File: config.mk
export PLATFORM = sky130hd
export DESIGN_NAME = idu_stage
export DESIGN_NICKNAME = d
export VERILOG_FILES = /design/src/rtl/idu_pkg.sv /design/src/rtl/idu_dec.sv /design/src/rtl/idu_stage.sv
export SDC_FILE = /design/constraint.sdc
export NUM_CORES = 1
export LEC_CHECK = 0
export BUFFER_PORTS_ARGS = -buffer_cell sky130_fd_sc_hd__clkbuf_2
export CAP_MARGIN = 40
export CORE_MARGIN = 8
export CORE_UTILIZATION = 55
export DETAILED_ROUTE_END_ITERATION = 6
export GPL_ROUTABILITY_DRIVEN = 0
export PLACE_DENSITY = 0.86
export SLEW_MARGIN = 20
export SYNTH_ARGS = -nofsm -noshare
export SYNTH_HDL_FRONTEND = slang
export SYNTH_HIERARCHICAL = 1
export SYNTH_SLANG_ARGS = --single-unit
File: constraint.sdc
create_clock -name clk -period 5 [get_ports clk]
set_clock_uncertainty 0.15 [all_clocks]
set_input_delay 0.5 -clock clk [delete_from_list [all_inputs] [get_ports clk]]
set_output_delay 0.5 -clock clk [all_outputs]
set_load 0.05 [all_outputs]
File: src/rtl/idu_pkg.sv
// Shared decode constants, control-bit positions and the opcode-independent bundle payload.
// Used by idu_dec and idu_stage (optional IDU_ILLEGAL_CHECK_EN lives in idu_dec).
package idu_pkg;

  localparam int unsigned ALU_OP_W = 5;
  localparam int unsigned CTRL_W   = 10;

  localparam logic [ALU_OP_W-1:0] ALU_ADD   = 5'h00;
  localparam logic [ALU_OP_W-1:0] ALU_SUB   = 5'h01;
  localparam logic [ALU_OP_W-1:0] ALU_SLL   = 5'h02;
  localparam logic [ALU_OP_W-1:0] ALU_SLT   = 5'h03;
  localparam logic [ALU_OP_W-1:0] ALU_SLTU  = 5'h04;
  localparam logic [ALU_OP_W-1:0] ALU_XOR   = 5'h05;
  localparam logic [ALU_OP_W-1:0] ALU_SRL   = 5'h06;
  localparam logic [ALU_OP_W-1:0] ALU_SRA   = 5'h07;
  localparam logic [ALU_OP_W-1:0] ALU_OR    = 5'h08;
  localparam logic [ALU_OP_W-1:0] ALU_AND   = 5'h09;
  localparam logic [ALU_OP_W-1:0] ALU_BEQ   = 5'h0A;
  localparam logic [ALU_OP_W-1:0] ALU_BNE   = 5'h0B;
  localparam logic [ALU_OP_W-1:0] ALU_BLT   = 5'h0C;
  localparam logic [ALU_OP_W-1:0] ALU_BGE   = 5'h0D;
  localparam logic [ALU_OP_W-1:0] ALU_BLTU  = 5'h0E;
  localparam logic [ALU_OP_W-1:0] ALU_BGEU  = 5'h0F;
  localparam logic [ALU_OP_W-1:0] ALU_PASSB = 5'h10;

  localparam logic [6:0] OPC_R      = 7'b0110011;
  localparam logic [6:0] OPC_IMM    = 7'b0010011;
  localparam logic [6:0] OPC_LOAD   = 7'b0000011;
  localparam logic [6:0] OPC_STORE  = 7'b0100011;
  localparam logic [6:0] OPC_BRANCH = 7'b1100011;
  localparam logic [6:0] OPC_JAL    = 7'b1101111;
  localparam logic [6:0] OPC_JALR   = 7'b1100111;
  localparam logic [6:0] OPC_LUI    = 7'b0110111;
  localparam logic [6:0] OPC_AUIPC  = 7'b0010111;
  localparam logic [6:0] OPC_SYSTEM = 7'b1110011;

  // ctrl = {mem_read, mem_write, reg_write, alu_src, mem_to_reg, branch, jump, ecall, ebreak, illegal}
  localparam int unsigned CTRL_ILLEGAL    = 0;
  localparam int unsigned CTRL_EBREAK     = 1;
  localparam int unsigned CTRL_ECALL      = 2;
  localparam int unsigned CTRL_JUMP       = 3;
  localparam int unsigned CTRL_BRANCH     = 4;
  localparam int unsigned CTRL_MEM_TO_REG = 5;
  localparam int unsigned CTRL_ALU_SRC    = 6;
  localparam int unsigned CTRL_REG_WRITE  = 7;
  localparam int unsigned CTRL_MEM_WRITE  = 8;
  localparam int unsigned CTRL_MEM_READ   = 9;

  // Width-independent part of a decoded bundle; indices and imm are sized by the stage parameters.
  typedef struct packed {
    logic [ALU_OP_W-1:0] alu_op;
    logic [CTRL_W-1:0]   ctrl;
    logic [2:0]          mem_size;
  } idu_bundle_t;

  function automatic logic [ALU_OP_W-1:0] alu_arith(input logic [2:0] f3,
                                                    input logic       alt_sub,
                                                    input logic       alt_sra);
    logic [ALU_OP_W-1:0] op;
    op = ALU_ADD;
    case (f3)
      3'b000:  op = alt_sub ? ALU_SUB : ALU_ADD;
      3'b001:  op = ALU_SLL;
      3'b010:  op = ALU_SLT;
      3'b011:  op = ALU_SLTU;
      3'b100:  op = ALU_XOR;
      3'b101:  op = alt_sra ? ALU_SRA : ALU_SRL;
      3'b110:  op = ALU_OR;
      default: op = ALU_AND;
    endcase
    return op;
  endfunction

endpackage

File: src/rtl/idu_dec.sv
// Purely combinational RV32 decoder: instruction word -> indices, immediate, bundle, trap flag.
// Define IDU_ILLEGAL_CHECK_EN to flag illegal encodings; otherwise illegal is tied low.
module idu_dec
  import idu_pkg::*;
#(
  parameter int unsigned REG_ADDR_W = 4,
  parameter int unsigned XLEN       = 32
) (
  input  logic [31:0]           inst_i,
  output logic [REG_ADDR_W-1:0] rs1_o,
  output logic [REG_ADDR_W-1:0] rs2_o,
  output logic [REG_ADDR_W-1:0] rd_o,
  output logic [XLEN-1:0]       imm_o,
  output idu_bundle_t           bundle_o,
  output logic                  trap_o
);

  logic [6:0]  opcode;
  logic [2:0]  funct3;
  logic [6:0]  funct7;
  logic [31:0] imm32;
  logic        illegal;

  assign opcode = inst_i[6:0];
  assign funct3 = inst_i[14:12];
  assign funct7 = inst_i[31:25];

  assign rs1_o = inst_i[15 +: REG_ADDR_W];
  assign rs2_o = inst_i[20 +: REG_ADDR_W];
  assign rd_o  = inst_i[7 +: REG_ADDR_W];
  assign imm_o = XLEN'($signed(imm32));

  always_comb begin
    imm32    = '0;
    bundle_o = '0;
    case (opcode)
      OPC_R: begin
        bundle_o.alu_op = alu_arith(funct3, funct7 == 7'b0100000, funct7 == 7'b0100000);
        bundle_o.ctrl[CTRL_REG_WRITE] = 1'b1;
      end
      OPC_IMM: begin
        imm32 = {{20{inst_i[31]}}, inst_i[31:20]};
        bundle_o.alu_op = alu_arith(funct3, 1'b0, inst_i[30]);
        bundle_o.ctrl[CTRL_REG_WRITE] = 1'b1;
        bundle_o.ctrl[CTRL_ALU_SRC]   = 1'b1;
      end
      OPC_LOAD: begin
        imm32 = {{20{inst_i[31]}}, inst_i[31:20]};
        bundle_o.mem_size = funct3;
        bundle_o.ctrl[CTRL_REG_WRITE]  = 1'b1;
        bundle_o.ctrl[CTRL_ALU_SRC]    = 1'b1;
        bundle_o.ctrl[CTRL_MEM_READ]   = 1'b1;
        bundle_o.ctrl[CTRL_MEM_TO_REG] = 1'b1;
      end
      OPC_STORE: begin
        imm32 = {{20{inst_i[31]}}, inst_i[31:25], inst_i[11:7]};
        bundle_o.mem_size = funct3;
        bundle_o.ctrl[CTRL_ALU_SRC]   = 1'b1;
        bundle_o.ctrl[CTRL_MEM_WRITE] = 1'b1;
      end
      OPC_BRANCH: begin
        imm32 = {{19{inst_i[31]}}, inst_i[31], inst_i[7], inst_i[30:25], inst_i[11:8], 1'b0};
        case (funct3)
          3'b000:  bundle_o.alu_op = ALU_BEQ;
          3'b001:  bundle_o.alu_op = ALU_BNE;
          3'b100:  bundle_o.alu_op = ALU_BLT;
          3'b101:  bundle_o.alu_op = ALU_BGE;
          3'b110:  bundle_o.alu_op = ALU_BLTU;
          3'b111:  bundle_o.alu_op = ALU_BGEU;
          default: bundle_o.alu_op = ALU_ADD;
        endcase
        bundle_o.ctrl[CTRL_BRANCH] = 1'b1;
      end
      OPC_JAL: begin
        imm32 = {{11{inst_i[31]}}, inst_i[31], inst_i[19:12], inst_i[20], inst_i[30:21], 1'b0};
        bundle_o.ctrl[CTRL_REG_WRITE] = 1'b1;
        bundle_o.ctrl[CTRL_JUMP]      = 1'b1;
      end
      OPC_JALR: begin
        imm32 = {{20{inst_i[31]}}, inst_i[31:20]};
        bundle_o.ctrl[CTRL_REG_WRITE] = 1'b1;
        bundle_o.ctrl[CTRL_JUMP]      = 1'b1;
        bundle_o.ctrl[CTRL_ALU_SRC]   = 1'b1;
      end
      OPC_LUI, OPC_AUIPC: begin
        imm32 = {inst_i[31:12], 12'b0};
        bundle_o.alu_op = (opcode == OPC_LUI) ? ALU_PASSB : ALU_ADD;
        bundle_o.ctrl[CTRL_REG_WRITE] = 1'b1;
        bundle_o.ctrl[CTRL_ALU_SRC]   = 1'b1;
      end
      OPC_SYSTEM: begin
        imm32 = {{20{inst_i[31]}}, inst_i[31:20]};
        bundle_o.ctrl[CTRL_ECALL]  = (funct3 == 3'b000) && (inst_i[31:20] == 12'd0);
        bundle_o.ctrl[CTRL_EBREAK] = (funct3 == 3'b000) && (inst_i[31:20] == 12'd1);
      end
      default: ;
    endcase
    bundle_o.ctrl[CTRL_ILLEGAL] = illegal;
  end

`ifdef IDU_ILLEGAL_CHECK_EN
  logic hi_rs1, hi_rs2, hi_rd;

  // Index bits above REG_ADDR_W address registers this core does not have.
  assign hi_rs1 = (inst_i[19:15] >> REG_ADDR_W) != 5'd0;
  assign hi_rs2 = (inst_i[24:20] >> REG_ADDR_W) != 5'd0;
  assign hi_rd  = (inst_i[11:7]  >> REG_ADDR_W) != 5'd0;

  always_comb begin
    illegal = 1'b0;
    case (opcode)
      OPC_R:
        illegal = !((funct7 == 7'b0000000) || (funct7 == 7'b0100000))
               || ((funct7 == 7'b0100000) && !((funct3 == 3'b000) || (funct3 == 3'b101)))
               || hi_rs1 || hi_rs2 || hi_rd;
      OPC_IMM, OPC_LOAD, OPC_JALR:  illegal = hi_rs1 || hi_rd;
      OPC_STORE:                    illegal = hi_rs1 || hi_rs2;
      OPC_BRANCH:                   illegal = (funct3[2:1] == 2'b01) || hi_rs1 || hi_rs2;
      OPC_JAL, OPC_LUI, OPC_AUIPC:  illegal = hi_rd;
      OPC_SYSTEM:                   illegal = 1'b0;
      default:                      illegal = 1'b1;
    endcase
  end
`else
  assign illegal = 1'b0;
`endif

  assign trap_o = bundle_o.ctrl[CTRL_ECALL] | bundle_o.ctrl[CTRL_EBREAK] | bundle_o.ctrl[CTRL_ILLEGAL];

endmodule

File: src/rtl/idu_stage.sv
// RV32 decode stage: valid/ready handshake, registered decoded bundle, RUN/HALT issue control.
// Illegal-encoding trapping is enabled by IDU_ILLEGAL_CHECK_EN (see idu_dec).
module idu_stage
  import idu_pkg::*;
#(
  parameter int unsigned REG_ADDR_W = 4,
  parameter int unsigned XLEN       = 32
) (
  input  logic                  clk,
  input  logic                  rst,
  input  logic                  in_valid,
  output logic                  in_ready,
  input  logic [31:0]           in_inst,
  input  logic [XLEN-1:0]       in_pc,
  input  logic                  flush,
  output logic                  out_valid,
  input  logic                  out_ready,
  output logic [XLEN-1:0]       out_pc,
  output logic [REG_ADDR_W-1:0] rs1_addr,
  output logic [REG_ADDR_W-1:0] rs2_addr,
  output logic [REG_ADDR_W-1:0] rd_addr,
  output logic [XLEN-1:0]       imm,
  output logic [ALU_OP_W-1:0]   alu_op,
  output logic [CTRL_W-1:0]     ctrl,
  output logic [2:0]            mem_size,
  output logic                  halted
);

  typedef enum logic {ST_RUN, ST_HALT} state_e;

  state_e                state_q, state_d;
  logic                  valid_q, valid_d;
  logic [XLEN-1:0]       pc_q, pc_d, imm_q, imm_d;
  logic [REG_ADDR_W-1:0] rs1_q, rs1_d, rs2_q, rs2_d, rd_q, rd_d;
  idu_bundle_t           bun_q, bun_d;

  logic [REG_ADDR_W-1:0] dec_rs1, dec_rs2, dec_rd;
  logic [XLEN-1:0]       dec_imm;
  idu_bundle_t           dec_bun;
  logic                  dec_trap;
  logic                  accept;

  idu_dec #(.REG_ADDR_W(REG_ADDR_W), .XLEN(XLEN)) u_dec (
    .inst_i   (in_inst),
    .rs1_o    (dec_rs1),
    .rs2_o    (dec_rs2),
    .rd_o     (dec_rd),
    .imm_o    (dec_imm),
    .bundle_o (dec_bun),
    .trap_o   (dec_trap)
  );

  assign in_ready = !rst && (state_q == ST_RUN) && !flush && (!valid_q || out_ready);
  assign accept   = in_valid && in_ready;

  // Next state: flush beats accept and consume; a trapping bundle still loads before HALT.
  always_comb begin
    state_d = state_q;
    valid_d = valid_q;
    pc_d    = pc_q;
    imm_d   = imm_q;
    rs1_d   = rs1_q;
    rs2_d   = rs2_q;
    rd_d    = rd_q;
    bun_d   = bun_q;
    if (flush) begin
      valid_d = 1'b0;
      state_d = ST_RUN;
    end else if (accept) begin
      valid_d = 1'b1;
      pc_d    = in_pc;
      imm_d   = dec_imm;
      rs1_d   = dec_rs1;
      rs2_d   = dec_rs2;
      rd_d    = dec_rd;
      bun_d   = dec_bun;
      if (dec_trap) state_d = ST_HALT;
    end else if (valid_q && out_ready) begin
      valid_d = 1'b0;
    end
  end

  always_ff @(posedge clk) begin
    if (rst) begin
      state_q <= ST_RUN;
      valid_q <= 1'b0;
      pc_q    <= '0;
      imm_q   <= '0;
      rs1_q   <= '0;
      rs2_q   <= '0;
      rd_q    <= '0;
      bun_q   <= '0;
    end else begin
      state_q <= state_d;
      valid_q <= valid_d;
      pc_q    <= pc_d;
      imm_q   <= imm_d;
      rs1_q   <= rs1_d;
      rs2_q   <= rs2_d;
      rd_q    <= rd_d;
      bun_q   <= bun_d;
    end
  end

  assign out_valid = valid_q;
  assign out_pc    = pc_q;
  assign rs1_addr  = rs1_q;
  assign rs2_addr  = rs2_q;
  assign rd_addr   = rd_q;
  assign imm       = imm_q;
  assign alu_op    = bun_q.alu_op;
  assign ctrl      = bun_q.ctrl;
  assign mem_size  = bun_q.mem_size;
  assign halted    = (state_q == ST_HALT);

endmodule

==> impl_results.md, run 1 <==
* Hold-fix buffers at CTS at 0
* Status: complete, no violations
* Layout Nets at approximately 670
* ANT nets after route at 0
* Setup-failing EPs final at 0
* Largest net degree at the start of global routing at 95
* Drt drc at 0
* DR pass1 iterations at 4
* Ant. Diodes at 0
* Leakage Power at 3.14 nW
* Clk buf depth at 2
* Peak VDD IR at approximately 160 uV
* YS warnings at 6
* Final Hold Fails at 0
* Final Total Pwr at around 1.6 mW
* CTS root buf: clkbuf_8
* Site Rows at 34
* Hold WC Path Type: in2reg
* Crit. End Element: register
* Yosys top cell area share at 39.2%
* Pwr dens at 273 nW/um^2
* Fin area at ~6000 sq um
* Post-synth EDFFs at 0
* Final Util at about two thirds
* CTS tree: yes
* Drt wl/cell at 17.2 microns
* Synth area leaders: dfxtp_1 39%, mux2_2 13%, mux2_4 8.6%, nor2b_1 8.0%, and2b_1 5.7%
* Worst-Margin Slew at roughly 0.67 ns
* Number of I/O pins at about 170
* Fin crit share at 46.1%
* GRT Residual Overflow at 0
* Synthesized Nets at around 540
* Detail Placement HPWL at 9070 microns
* Worst-skew pair later-pin latency at approximately 0.34 ns
* Cell variety after synth at 49
* Synth async-reset ratio at 0%
* Met1 usage at a little under a quarter
* RSZ-0062 raised after global routing: no
* Fill cells at roughly 700
* Slew margin rel. at 55.7%
* Buffers on Ports at between 150 and 200
* Die area at ~12000 sq um
* M2 GR Usage at 31.6%
* DR vias/cell at around 5.3
* Share of cells above drive strength 1 at around 46%
* Area growth from synthesis to layout at 19.1%
* Max Clk Rate at approximately 430 MHz
* Chip width at 110 microns
* Starting Density at 56.5%
* Die Span Y at 110 microns
* Synth Flop Type: dfxtp_1
* Total Wirelength at between 10000 and 15000 microns
* CTS buffer count at 9
* Core area at 8680 sq um
* Clock transition at the registers of the reported paths at about 0.11 ns
* Synthesized cell area at ~4900 sq um
* Initial antenna violation count at 0
* Min Tclk post-route at between 2 and 2.5 ns
* Register bit total from synthesis at 96
* WS Path Type: reg2reg
* Placed cell areas at approximately 5600 sq um
* GRT met3 Usage at about 6%
* Setup TNS at 0 ns
* Vias in the first global route at approximately 4000
* Critical path arrival at roughly 2.4 ns
* # Post-CTS Setup Buffers at 0
* Mean Syn Cell Area at 10.5 sq um
* Tot GR Track Use at between 10% and 20%
* Initial DRC count at 224
* Via count at between 3000 and 4000
* Synth area leader: dfxtp_1
* Seq/Total Area, Yosys at 39.2%
* CP required at just over 5 ns
* # Max-Cap Violations at 0
* First-pass GRT wire length at between 15000 and 20000 microns
* CP max FO at 45
* Mapped Cells at ~470
* CTS H-tree lvls at 3
* TritonCTS sink count at between 90 and 100
* Resized cells post-CTS at 0
* Final Max Slew Viols at 0
* Worst setup SP type: register
* Grt peak-use layer: met2
[kinds of logic after synthesis]
logic type,count (synthesis),share of synthesized area [%]
multiplexers,95,23.9
flip-flops,96,39.2
buffers and inverters,51,6.60
AND/OR/NAND/NOR,169,22.1
AO/OA/AOI/OAI,55,8.13
other,1,0.0764
[through the flow]
stage	hold slack (ns)	instances	setup WS, ns
2_1_floorplan	0.475	467	2.95
3_3_place_gp	0.344	694	2.17
3_5_place_dp	0.367	696	2.36
4_1_cts	0.174	712	2.68
5_1_grt	0.185	713	2.57
6_report	0.192	713	2.70
[cell usage in the layout, fill, tap and decap left out, types with 3 or more instances in the layout]
master,n
a21oi_1,8
and2b_1,37
clkinv_4,3
a22o_1,4
dfxtp_1,96
nor4_1,3
and2_1,6
mux2_2,56
nor3_1,6
nand2b_1,5
nor2b_1,63
o21ai_0,8
mux2_4,28
inv_1,3
and3_1,7
a21o_1,19
clkbuf_2,164
nand2_1,14
nor2_1,12
mux2_1,10
clkbuf_8,10
[per-layer routing]
layer  part of all wire (%)  vias up
met4                    1.2        0
met2                     48      156
li1                       -     1852
met1                     43     1780
met5                      0        -
met3                    7.5       15
[area by class of cell]
type                       instances  area [sq um]  share of cell area (%)
tap                              108           135                    2.31
clock inverter                     6          80.1                    1.37
inverter                           3          11.3                   0.193
sequential                        96          1920                    32.9
timing repair buffer             170           893                    15.3
multi-input combinational        320          2670                    45.6
clock buffer                      10           138                    2.35
[report_power, final]
part	switching, mW	internal [mW]
combinational	0.171	0.0912
sequential	0.0104	0.787
clock	0.282	0.252
[path summary, 6_finish.rpt]
path / start / endpoint / slack [ns] / cells after the start
worst max-delay path: out_valid / out_pc[30] / 2.70 / 5
worst min register to register: halted / halted / 0.37 / 2
worst max register to register: out_valid / out_pc[30] / 2.70 / 5
worst min-delay path: in_pc[9] / out_pc[9] / 0.19 / 2
[critical path: stages, from the launching register on]
cell	delay, ns
dfxtp_1	0.34
nand2b_1	0.12
nand4b_4	0.26
buf_12	0.27
buf_4	0.60
mux2_2	0.41
[registers in the layout, indices dropped and copies added, names as in the netlist]
register   count
alu_op         5
rs1_addr       4
rs2_addr       4
ctrl          10
halted         1
rd_addr        4
out_valid      1
imm           32
out_pc        32
mem_size       3
[Yosys cell counts, types with 2 or more instances]
| master | n |
|---|---|
| nand4_1 | 2 |
| buf_2 | 7 |
| nand2b_1 | 5 |
| nor4_1 | 4 |
| a22o_1 | 4 |
| and3_1 | 7 |
| nor2b_1 | 63 |
| nand2_1 | 14 |
| buf_4 | 15 |
| a221oi_1 | 2 |
| nor3_1 | 6 |
| o21ai_0 | 8 |
| and2b_1 | 37 |
| mux2_4 | 28 |
| dfxtp_1 | 96 |
| clkbuf_1 | 17 |
| mux2_2 | 56 |
| o31ai_1 | 2 |
| a21oi_1 | 8 |
| buf_6 | 9 |
| mux2_1 | 10 |
| inv_1 | 3 |
| or4_4 | 2 |
| a21boi_0 | 2 |
| a21o_1 | 19 |
| nor2_1 | 12 |
| and2_1 | 6 |
| o21a_1 | 2 |
Power figures use the tool's default switching activity.
==> run 2, diff against run 1 <==
Settings changed: CORE_UTILIZATION 55 to 51, PLACE_DENSITY 0.86 to 0.81.
Clock period 5 ns to 2.4 ns, I/O delays scaled along.
==> run 2 against run 1 <==
Against the previous run: first-iteration DRC count rose by 13%; total power rose by 110%; register-to-register slack got worse by 2.0 ns; final cell count rose by 9.8%; worst setup slack got worse by 2.0 ns; flip-flop and latch count did not move; combinational power rose by 130%; global-route usage rose by 1.6 points; die area rose by 6.7%; sequential power rose by 110%; hold slack got worse by 0.15 ns; largest cell class unchanged; highest routed layer unchanged.
==> impl_results.md, run 2 (synthesis gave the netlist of run 1 again) <==
* Status: complete, no violations
* Leakage Power at approximately 3.3 nW
* Worst-skew pair later-pin latency at 0.35 ns
* Sequential Area at approximately 1900 sq um
* DR vias/cell at 5.17
* Final Total Pwr at roughly 3.4 mW
* Via count at between 4000 and 5000
* Largest net degree at the start of global routing at 95
* Clk buf depth at 2
* Fill cells at slightly below 800
* Peak VDD IR at roughly 280 uV
* Number of I/O pins at between 150 and 200
* DR pass1 iterations at 7
* Starting Density at 51.4%
* Min Tclk post-route at between 1.5 and 2 ns
* Detail Placement HPWL at roughly 9400 microns
* # Post-CTS Setup Buffers at 0
* Total Wirelength at around 14000 microns
* Footprint of the multi-input gates at roughly 2700 sq um
* Share of cells above drive strength 1 at 43.5%
* First-pass GRT wire length at 21700 microns
* GRT Residual Overflow at 0
* Final Hold Fails at 0
* CTS tree: yes
* Vias in the first global route at around 4300
* Initial DRC count at 253
* Die area at roughly 13000 sq um
* Layout Nets at 712
* RSZ-0062 raised after global routing: no
* Chip width at between 100 and 150 microns
* Setup-failing EPs final at 0
* Core area at 9550 sq um
* Slew margin rel. at between 60% and 70%
* Pwr dens at between 500 and 600 nW/um^2
* ANT nets after route at 0
* CTS buffer count at 9
* Tot GR Track Use at roughly a fifth
* Fin crit share at roughly 72%
* Most frequent cells in the layout: 164 x clkbuf_2, 96 x dfxtp_1, 63 x nor2b_1
* CP required at 2.56 ns
* Worst setup SP type: input port
* Initial antenna violation count at 0
* Critical path arrival at 1.90 ns
* TritonCTS sink count at 96
* Site Rows at 36
* Commonest non-fill, non-tap cell in the layout: clkbuf_2
* Resized cells post-CTS at 0
* Max Clk Rate at about 580 MHz
* Setup TNS at 0 ns
* Crit. End Element: register
* CTS root buf: clkbuf_8
* Final Max Slew Viols at 0
* CP max FO at 12
* DP Cell Count at ~730
* # Max-Cap Violations at 0
* Drt wl/cell at between 15 and 20 microns
* Hold-fix buffers at CTS at 39
* Buffers on Ports at around 170
* Clock transition at the registers of the reported paths at about 0.090 ns
* CTS H-tree lvls at 3
* Area growth from synthesis to layout at 28.3%
* Die Span Y at 114 microns
* Hold WC Path Type: in2reg
* Drt drc at 0
* Worst-Margin Slew at between 0.5 and 0.6 ns
* WS Path Type: in2reg
* Final Non-Filler Cells at 783
[run 2: report_power, final]
| group | leakage, nW | internal, mW | switching (mW) | total [mW] |
|---|---|---|---|---|
| clock network | 0.103 | 0.541 | 0.550 | 1.09 |
| logic | 2.44 | 0.234 | 0.371 | 0.605 |
| registers | 0.780 | 1.64 | 0.0221 | 1.66 |
| total | 3.33 | 2.42 | 0.943 | 3.36 |
[run 2: path summary, 6_finish.rpt]
path	depth (start not counted)	from	slack, ns	end
worst min register to register	2	halted	0.37	halted
worst max-delay path	6	in_inst[5]	0.66	imm[26]
worst max register to register	4	out_valid	0.67	imm[29]
worst min-delay path	2	in_inst[7]	0.04	rd_addr[0]
[run 2: through the flow]
stage          hold slack [ns]  util [%]  area, sq um  worst slack (ns)
3_5_place_dp             0.306      59.4         5680             0.322
5_1_grt                 0.0162      65.9         6290             0.554
6_report                0.0369      65.9         6300             0.664
3_3_place_gp             0.296      59.4         5670             0.401
4_1_cts                 0.0183      65.7         6270             0.647
2_1_floorplan            0.215         -         4910             0.544
[run 2: final cells by class]
class | count | area share (%)
tap | 133 | 2.64
multi-input combinational | 320 | 42.4
timing repair buffer | 213 | 20.9
sequential | 96 | 30.5
antenna | 2 | 0.0795
inverter | 3 | 0.179
clock inverter | 4 | 0.815
clock buffer | 12 | 2.46
[run 2: routing by layer]
| layer | vias up | part of all wire, % | track usage (%) |
|---|---|---|---|
| li1 | 1937 | - | - |
| met1 | 1915 | 42 | 24.6 |
| met2 | 167 | 48 | 34.5 |
| met3 | 33 | 8.0 | 5.75 |
| met4 | 0 | 2.4 | 10.1 |
| met5 | - | 0 | 0 |
[run 2: worst max-delay path, stage by stage]
cell      delay [ns]
clkbuf_2        0.18
or4_4           0.57
a21boi_4        0.16
a21oi_2         0.46
a21o_1          0.15
mux2_4          0.14
==> run 3, diff against run 2 <==
Settings changed: ABC_AREA from default to 1.
Clock period 2.4 ns to 1.75 ns, I/O delays scaled along.
==> run 3 against run 2 <==
Against the previous run: sequential share of layout area decreased by 1.3 points; global-route usage up 1.2 points; largest cell class unchanged; total power up 50%; critical endpoint is now out_valid; critical path type unchanged; utilization is 2.3 points higher.
==> impl_results.md, run 3 <==
* Status: complete, no violations
* Drt wl/cell at between 10 and 15 microns
* Chip width at 115 microns
* # Post-CTS Setup Buffers at 0
* Die area at approximately 13000 sq um
* Total Wirelength at about 15000 microns
* Mean Syn Cell Area at 6.01 sq um
* CTS tree: yes
* Worst-skew pair later-pin latency at roughly 0.36 ns
* YS warnings at 6
* Final WS setup at 0.0936 ns
* Seq/Total Area, Yosys at 38.4%
* Leakage Power at around 4.0 nW
* Detail Placement HPWL at between 10000 and 15000 microns
* Setup-failing EPs final at 0
* Worst Hold Endpoint: out_valid
* CP max FO at 2
* CP required at between 1.5 and 2 ns
* CTS root buf: clkbuf_8
* Cell variety after synth at 28
* CTS H-tree lvls at 3
* Number of I/O pins at roughly 170
* Commonest non-fill, non-tap cell in the layout: nand2_1
* Peak VDD IR at about 430 uV
* Clk buf depth at 2
* ANT nets after route at 0
* Largest net degree at the start of global routing at just over 70
* Yosys top cell area share at between 30% and 40%
* Area growth from synthesis to layout at 31.3%
* Setup TNS at 0 ns
* Site Rows at 36
* Synth async-reset ratio at 0%
* R2R cell count at 6
* Synthesized cell area at between 5000 and 6000 sq um
* Starting Density at about half
* R2R setup slack at ~0.17 ns
* Synth area leaders: dfxtp_1 38%, nand2_1 19%, nor2_1 16%, inv_1 10%, nand3_1 3.2%
* Mapped Cells at 834
* DR pass1 iterations at 7
* Die Span Y at 115 microns
* Worst setup SP type: input port
* Core area at 9640 sq um
* Dpl ws at 0.0882 ns
* Post-synth EDFFs at 0
* Placed cell areas at approximately 5900 sq um
* RSZ-0062 raised after global routing: no
* Register bit total from synthesis at 96
* Layout Nets at about 1100
* Most frequent cells in the layout: 254 x nand2_1, 214 x nor2_1, 164 x clkbuf_2
* Fin crit share at between 90% and 100%
* Fin area at between 6000 and 7000 sq um
* Max Clk Rate at approximately 600 MHz
* Reg-to-reg endpoint: halted
* Critical path arrival at approximately 1.8 ns
* Synth area leader: dfxtp_1
* GRT Residual Overflow at 0
* Pwr dens at 765 nW/um^2
* Initial antenna violation count at 1
* Via count at ~5400
* Most frequent cells after synthesis: 254 x nand2_1, 215 x nor2_1, 133 x inv_1, 96 x dfxtp_1, 32 x nand3_1
* Clock transition at the registers of the reported paths at around 0.10 ns
* Crit. End Element: register
* First-pass GRT wire length at roughly 24000 microns
* Tot GR Track Use at around 22%
* TritonCTS sink count at 96
* Vias in the first global route at between 5000 and 6000
* Most common cell in the netlist: nand2_1
* Share of cells above drive strength 1 at 21.9%
* Final Hold Fails at 0
* CTS buffer count at 9
* Min Tclk post-route at between 1.5 and 2 ns
* Final Max Slew Viols at 0
* Synthesized Nets at 903
* Worst R2R Start: out_valid
* Buffers on Ports at roughly 170
* Initial DRC count at around 390
* DR vias/cell at 4.63
* Hold WC Path Type: in2reg
* Hold path cells at 4
* Drt drc at 0
* Hold path start: out_ready
* WS Path Type: in2reg
* Synth Flop Type: dfxtp_1
* # Max-Cap Violations at 0
==> run 3: metrics by stage <==
stage	cells	hold WS (ns)	total power, mW	util, %
after global placement	1094	0.245	3.45	61.0
after global routing	1159	0.0293	5.27	68.2
final	1160	0.0207	5.03	68.2
after floorplan	834	0.160	3.17	-
after detailed placement	1094	0.253	3.47	61.0
after CTS	1158	0.00651	5.06	68.1
==> run 3: how the worst max path moves through the flow <==
stage / cells after the start / startpoint / to
3_5_place_dp: 12 / in_inst[1] / imm[20]
2_1_floorplan: 6 / out_valid / ctrl[8]
4_1_cts: 9 / in_inst[29] / halted
5_1_grt: 11 / in_inst[12] / halted
3_3_place_gp: 12 / in_inst[1] / imm[26]
6_report: 6 / flush / out_valid
==> run 3: cells by family (layout without fill, tap and decap cells) <==
| kind of cell | after synthesis | count (layout) | share of synthesized area, % |
|---|---|---|---|
| AND/OR/NAND/NOR | 528 | 528 | 42.9 |
| buffers and inverters | 187 | 378 | 16.2 |
| flip-flops | 96 | 96 | 38.4 |
| AO/OA/AOI/OAI | 22 | 22 | 2.42 |
| other | 1 | 3 | 0.0749 |
==> run 3: worst max-delay path: stages <==
cell,delay [ns]
dlygate4sd3_1,0.55
clkbuf_2,0.12
nor2_1,0.21
inv_1,0.08
dlygate4sd3_1,0.56
a21oi_1,0.12
==> run 3: final cells by class <==
| type | instances | area (sq um) |
|---|---|---|
| diodes | 2 | 5.00 |
| clock buffers | 11 | 141 |
| clock inverters | 5 | 65.1 |
| fillers | 880 | 3060 |
| inverters | 137 | 514 |
| multi-input cells | 551 | 2290 |
| flip-flops and latches | 96 | 1920 |
| well taps | 133 | 166 |
| repair buffers | 225 | 1470 |
==> run 3: repair_timing <==
| action | CTS | global route |
|---|---|---|
| setup endpoints to repair | 0 | 2 |
| hold buffers | 48 | 0 |
| resized for setup | 0 | 2 |
| endpoints found under the hold margin | 46 | 0 |
==> run 3: report_power, final <==
| part | switching [mW] | internal [mW] |
|---|---|---|
| clock network | 0.805 | 0.713 |
| logic | 0.811 | 0.346 |
| registers | 0.0590 | 2.30 |
| total | 1.67 | 3.35 |
==> run 3: per-layer routing <==
layer  vias to the layer above  track usage, %  share of wire [%]
met4                         0            9.89                3.0
met2                       207            37.1                 48
li1                       2778               -                  -
met5                         -               0                  0
met3                        40            6.51                8.2
met1                      2347            25.4                 41
